### src/rtl/wb_regfile_if.sv
// Bus bundle for wb_regfile: the memory-stage writeback inputs and two combinational read ports.
interface wb_regfile_if #(
  parameter int DATA_W = 32,
  parameter int ADDR_W = 5
);
  logic              stall_i;
  logic              flush_i;
  logic [ADDR_W-1:0] wd_i;
  logic              wreg_i;
  logic [DATA_W-1:0] wdata_i;
  logic              re1_i;
  logic [ADDR_W-1:0] raddr1_i;
  logic [DATA_W-1:0] rdata1_o;
  logic              re2_i;
  logic [ADDR_W-1:0] raddr2_i;
  logic [DATA_W-1:0] rdata2_o;
  logic              wb_busy_o;

  modport slave (
    input  stall_i, flush_i, wd_i, wreg_i, wdata_i,
    input  re1_i, raddr1_i, re2_i, raddr2_i,
    output rdata1_o, rdata2_o, wb_busy_o
  );

  modport master (
    output stall_i, flush_i, wd_i, wreg_i, wdata_i,
    output re1_i, raddr1_i, re2_i, raddr2_i,
    input  rdata1_o, rdata2_o, wb_busy_o
  );
endinterface

### src/rtl/wb_regfile.sv
// Register file with a one-entry writeback latch in front of the array; register 0 is hardwired to zero.
// Optional macro WB_BYPASS_EN forwards the pending latch value to matching read ports.
module wb_regfile #(
  parameter int DATA_W = 32,
  parameter int ADDR_W = 5
) (
  input  logic        clk,
  input  logic        rst,
  wb_regfile_if.slave bus
);
  localparam int NREG = 1 << ADDR_W;

  logic [DATA_W-1:0] r_regs [NREG];
  logic [ADDR_W-1:0] r_wb_wd;
  logic              r_wb_wreg;
  logic [DATA_W-1:0] r_wb_wdata;

  logic              w_wb_busy;
  logic [DATA_W-1:0] w_rdata1;
  logic [DATA_W-1:0] w_rdata2;

  assign w_wb_busy = r_wb_wreg && (r_wb_wd != '0);

  // The array write is driven from the latch, so a stalled latch rewrites the same value harmlessly.
  always_ff @(posedge clk) begin
    if (rst) begin
      for (int i = 0; i < NREG; i++) begin
        r_regs[i] <= '0;
      end
      r_wb_wd    <= '0;
      r_wb_wreg  <= 1'b0;
      r_wb_wdata <= '0;
    end else begin
      if (bus.flush_i) begin
        r_wb_wreg <= 1'b0;
      end else if (!bus.stall_i) begin
        r_wb_wd    <= bus.wd_i;
        r_wb_wreg  <= bus.wreg_i;
        r_wb_wdata <= bus.wdata_i;
      end
      if (w_wb_busy) begin
        r_regs[r_wb_wd] <= r_wb_wdata;
      end
    end
  end

  always_comb begin
    w_rdata1 = '0;
    if (!rst && bus.re1_i && (bus.raddr1_i != '0)) begin
`ifdef WB_BYPASS_EN
      if (r_wb_wreg && (bus.raddr1_i == r_wb_wd)) begin
        w_rdata1 = r_wb_wdata;
      end else begin
        w_rdata1 = r_regs[bus.raddr1_i];
      end
`else
      w_rdata1 = r_regs[bus.raddr1_i];
`endif
    end
  end

  always_comb begin
    w_rdata2 = '0;
    if (!rst && bus.re2_i && (bus.raddr2_i != '0)) begin
`ifdef WB_BYPASS_EN
      if (r_wb_wreg && (bus.raddr2_i == r_wb_wd)) begin
        w_rdata2 = r_wb_wdata;
      end else begin
        w_rdata2 = r_regs[bus.raddr2_i];
      end
`else
      w_rdata2 = r_regs[bus.raddr2_i];
`endif
    end
  end

  assign bus.rdata1_o  = w_rdata1;
  assign bus.rdata2_o  = w_rdata2;
  assign bus.wb_busy_o = w_wb_busy && !rst;
endmodule

### src/flat_wrapper.sv
// flat-port wrapper written by rule: the top's interface ports become plain ports
module wb_regfile_flat 
#(
  parameter int DATA_W = 32,
  parameter int ADDR_W = 5
)
  (clk, rst, bus_stall_i, bus_flush_i, bus_wd_i, bus_wreg_i, bus_wdata_i, bus_re1_i, bus_raddr1_i, bus_re2_i, bus_raddr2_i, bus_rdata1_o, bus_rdata2_o, bus_wb_busy_o);
  wb_regfile_if #(.DATA_W(DATA_W), .ADDR_W(ADDR_W)) bus_i ();
  input  logic clk;
  input  logic rst;
  input wire logic [$bits(bus_i.stall_i)-1:0] bus_stall_i;
  input wire logic [$bits(bus_i.flush_i)-1:0] bus_flush_i;
  input wire logic [$bits(bus_i.wd_i)-1:0] bus_wd_i;
  input wire logic [$bits(bus_i.wreg_i)-1:0] bus_wreg_i;
  input wire logic [$bits(bus_i.wdata_i)-1:0] bus_wdata_i;
  input wire logic [$bits(bus_i.re1_i)-1:0] bus_re1_i;
  input wire logic [$bits(bus_i.raddr1_i)-1:0] bus_raddr1_i;
  input wire logic [$bits(bus_i.re2_i)-1:0] bus_re2_i;
  input wire logic [$bits(bus_i.raddr2_i)-1:0] bus_raddr2_i;
  output wire logic [$bits(bus_i.rdata1_o)-1:0] bus_rdata1_o;
  output wire logic [$bits(bus_i.rdata2_o)-1:0] bus_rdata2_o;
  output wire logic [$bits(bus_i.wb_busy_o)-1:0] bus_wb_busy_o;
  assign bus_i.stall_i = bus_stall_i;
  assign bus_i.flush_i = bus_flush_i;
  assign bus_i.wd_i = bus_wd_i;
  assign bus_i.wreg_i = bus_wreg_i;
  assign bus_i.wdata_i = bus_wdata_i;
  assign bus_i.re1_i = bus_re1_i;
  assign bus_i.raddr1_i = bus_raddr1_i;
  assign bus_i.re2_i = bus_re2_i;
  assign bus_i.raddr2_i = bus_raddr2_i;
  assign bus_rdata1_o = bus_i.rdata1_o;
  assign bus_rdata2_o = bus_i.rdata2_o;
  assign bus_wb_busy_o = bus_i.wb_busy_o;
  wb_regfile #(.DATA_W(DATA_W), .ADDR_W(ADDR_W)) u_core (.clk(clk), .rst(rst), .bus(bus_i));
endmodule
### config.mk
export PLATFORM = sky130hd
export DESIGN_NAME = wb_regfile_flat
export DESIGN_NICKNAME = d
export VERILOG_FILES = /design/src/rtl/wb_regfile_if.sv /design/src/rtl/wb_regfile.sv /design/src/flat_wrapper.sv
export SDC_FILE = /design/constraint.sdc
export NUM_CORES = 2
export LEC_CHECK = 0
export ABC_AREA = 1
export CAP_MARGIN = 15
export CORE_ASPECT_RATIO = 0.6
export CORE_UTILIZATION = 40
export DETAILED_ROUTE_END_ITERATION = 6
export GPL_ROUTABILITY_DRIVEN = 0
export PLACE_DENSITY = 0.54
export SLEW_MARGIN = 15
export SYNTH_ARGS = -nofsm -noshare
export SYNTH_HDL_FRONTEND = slang
export SYNTH_SLANG_ARGS = --single-unit
### constraint.sdc
create_clock -name clk -period 2.75 [get_ports clk]
set_input_delay 0.4125 -clock clk [delete_from_list [all_inputs] [get_ports clk]]
set_output_delay 0.4125 -clock clk [all_outputs]
set_load 0.005 [all_outputs]
==> reports/metrics.csv <==
stage,metric,value,unit
global_route,gr ovfl total,0,
global_route,GR Util met3,7.41,%
logic_synthesis,top-area cell type share of the netlist area,53.6,%
logic_synthesis,Avg Inst Size Synth,8.03,um^2
worst_setup_path,crit path cell chain,o211ai_1 > a21oi_2 > nor2_2 > nand2_2 > nand2_1 > nor2_2 > dlygate4sd2_1,
floorplan,io pins,119,
pwr,P_leak,27.1,nW
global_route,met1 Track Usage GR,46.9,%
pwr,post-layout power,39.5,mW
global_route,GRT busiest layer,met2,
worst_setup_path,maximum fanout along the worst path,2,
global_route,first-pass GRT wire length,344,mm
global_route,met2 Use GR,47.1,%
placed_design,worst slack at placement,-0.266,ns
sta,Final Max Slew Viols,0,
worst_setup_path,CP Data Arrival Time,2.32,ns
worst_setup_path,Setup crit end kind,output pin,
floorplan,row count,107,
placed_design,dpl cells,9126,
sta,Fmax,367,MHz
logic_synthesis,Async SR Flop Fraction,0,%
status,failing checks,design-rule violations,
logic_synthesis,Post-synth EDFFs,1024,
pwr,Worst VDD drop,0.501,mV
sta,Hold Fails Final Rpt,0,
sta,slack of the critical path,0.0221,ns
route,final wirelength,242,mm
cts,htree depth,3,
route,1st-iter DRT viols,8240,
route,drt wl/cell,25.8,um
pwr,PwrDens,568,nW/um^2
worst_hold_path,Hold Crit Class,in2reg,
logic_synthesis,synth warn,0,
final_layout,post-route cell area,69500,um^2
route,Residual DRC,10,
global_route,largest net degree at the start of global routing,60,
sta,# setup viols final,0,
logic_synthesis,ys flop type,edfxtp_1,
final_layout,fillcell total,13400,
final_layout,Final nets,7411,
worst_setup_path,Top delay family on crit path,simple AND/OR/NAND/NOR gates,
final_layout,Final Non-Filler Cells,9347,
floorplan,Initial Utilization,40.4,%
placed_design,I/O Buffers,118,
sta,post-layout minimum cycle time,2.73,ns
route,via count,54100,
worst_setup_path,critical path's largest stage delay,0.39,ns
logic_synthesis,"Distinct cells, synth",23,
cts,CTS Buffer Depth,3,
logic_synthesis,Post-Syn Instances,7148,
final_layout,P&R area growth vs syn,21.1,%
sta,Worst-Margin Slew,0.837,ns
global_route,Overall Global Routing Usage,32.5,%
route,drt pass-1 iters,7,
logic_synthesis,Synth Cell Area,57400,um^2
cts,# hold bufs at CTS,0,
cts,CTS tree,built,
logic_synthesis,"Seq/Total Area, Yosys",54.9,%
route,via density per instance,5.78,
final_layout,fraction of layout cells with a size suffix above 1,14.0,%
logic_synthesis,leading area contributor after synthesis,edfxtp_1,
sta,Clock Skews,0.0193,ns
final_layout,Seq. cell area,31500,um^2
global_route,antenna violations before repair,0,
final_layout,# diodes,0,
worst_setup_path,startpoint types,flop,
status,outcome,"finished, violations left",
cts,clk sinks,1062,
sta,Tcrit/Tclk final,99.2,%
worst_setup_path,CP max-delay cell,edfxtp_1,
floorplan,Die X,491,um
cts,root buffer cell,clkbuf_16,
cts,Num CTS Buffers,105,
flow_run,max-cap violation count,0,
logic_synthesis,Yosys reg bits,1062,
route,DRT antenna net count,0,
worst_setup_path,CP bufs+invs,1,
worst_setup_path,CP Class,reg2out,
placed_design,DP HPWL,151,mm
cts,clk slew on worst S/H paths,0.06,ns
floorplan,core area,142000,um^2
placed_design,placed cell areas,64600,um^2
global_route,number of global-route vias before repair,49600,
worst_setup_path,Crit path required time,2.34,ns
sta,max_slew headroom,43.8,%
final_layout,multi-input logic area,23300,um^2
cts,worst skew pair latency,0.73,ns
floorplan,DIE AREA,145000,um^2
logic_synthesis,top post-synthesis cells by area,"edfxtp_1, nor2_1, nand2_1",
worst_setup_path,Crit path top cell by count,nor2_2,
floorplan,Die Span Y,295,um
-- kinds of logic (layout without fill, tap and decap cells) --
logic type / after synthesis / in the layout / synth area share, %
buf+inv: 979 / 1240 / 6.91
simple gates: 3941 / 3941 / 27.0
compound gates: 1165 / 1165 / 11.2
other cells: 1 / 32 / 0.00653
flops: 1062 / 1062 / 54.9
-- registers in the layout, summed over array words and instances (netlist names) --
signal,cells
u_core.r_regs,1024
u_core.r_wb_wdata,32
u_core.r_wb_wd,5
u_core.r_wb_wreg,1
-- cell type report --
cell class	instances	area share (%)
flip-flops and latches	1062	45.3
multi-input cells	5138	33.4
repair buffers	689	10.9
clock buffers	137	4.09
well taps	1907	3.43
inverters	361	1.99
clock inverters	53	0.797
-- worst reg2reg max path: cells and delay by family (launching register included) --
family	cells	cell delay, ns
buf+inv	3	0.75
flops	1	0.43
simple gates	3	1.08
-- routing by layer --
metal,vias to the layer above,wire (um)
met5,-,0
met1,25800,100000
met4,0,10400
met2,3646,99500
li1,24000,-
met3,553,31400
-- stage by stage --
step	setup TNS [ns]	util, %	hold WS [ns]
after floorplan	0	-	0.449
after CTS	-0.231	48.7	0.238
final	0	48.9	0.280
after global routing	-0.00112	48.9	0.293
after global placement	-8.14	45.5	0.441
after detailed placement	-8.50	45.5	0.448
-- cell usage after synthesis, types with 10 or more instances --
library cell / number
buf_1: 54
clkbuf_1: 349
dfxtp_1: 38
nor2_1: 1705
inv_1: 352
buf_4: 10
o211ai_1: 246
edfxtp_1: 1024
nand3_1: 514
buf_2: 205
o21ai_0: 518
nand2_1: 1704
a21oi_1: 392
-- where the power goes --
group          internal (mW)  switching [mW]  total [mW]
registers               18.3           0.281        18.5
logic                   1.94            3.99        5.93
clock network           8.36            6.65        15.0
-- path summary, 6_finish.rpt --
| path | to | cells past startpoint | slack [ns] | startpoint |
|---|---|---|---|---|
| worst max-delay path | bus_rdata2_o[4] | 7 | 0.02 | u_core.r_regs[22][4] |
| worst min-delay path | u_core.r_wb_wd[0] | 3 | 0.28 | bus_wd_i[0] |
| worst max register to register | u_core.r_regs[13][29] | 6 | 0.34 | u_core.r_wb_wd[2] |
| worst min register to register | u_core.r_wb_wdata[1] | 2 | 0.46 | u_core.r_wb_wdata[1] |
-- cell usage in the layout (no fill, tap or decap), types with 23 or more instances in the layout --
| cell | count |
|---|---|
| clkbuf_1 | 26 |
| nand2_1 | 1589 |
| clkinv_1 | 23 |
| nand3_1 | 474 |
| o211ai_1 | 246 |
| o21ai_0 | 485 |
| a21oi_1 | 382 |
| inv_1 | 341 |
| nor2_1 | 1593 |
| nor2_4 | 49 |
| dlygate4sd2_1 | 47 |
| buf_4 | 402 |
| conb_1 | 32 |
| nand2_2 | 103 |
| nand3_2 | 30 |
| buf_12 | 147 |
| edfxtp_1 | 1024 |
| dfxtp_1 | 38 |
| nor2_2 | 69 |
| clkdlybuf4s50_1 | 43 |
| o21ai_1 | 40 |
| clkbuf_16 | 111 |
-- timing repair --
action / in CTS / in global routing
setup buffers: 11 / 12
resized for setup: 357 / 77
setup endpoints to repair: 64 / 24
pin swaps: 97 / 48
gates cloned: 5 / 3
Power figures use the tool's default switching activity.
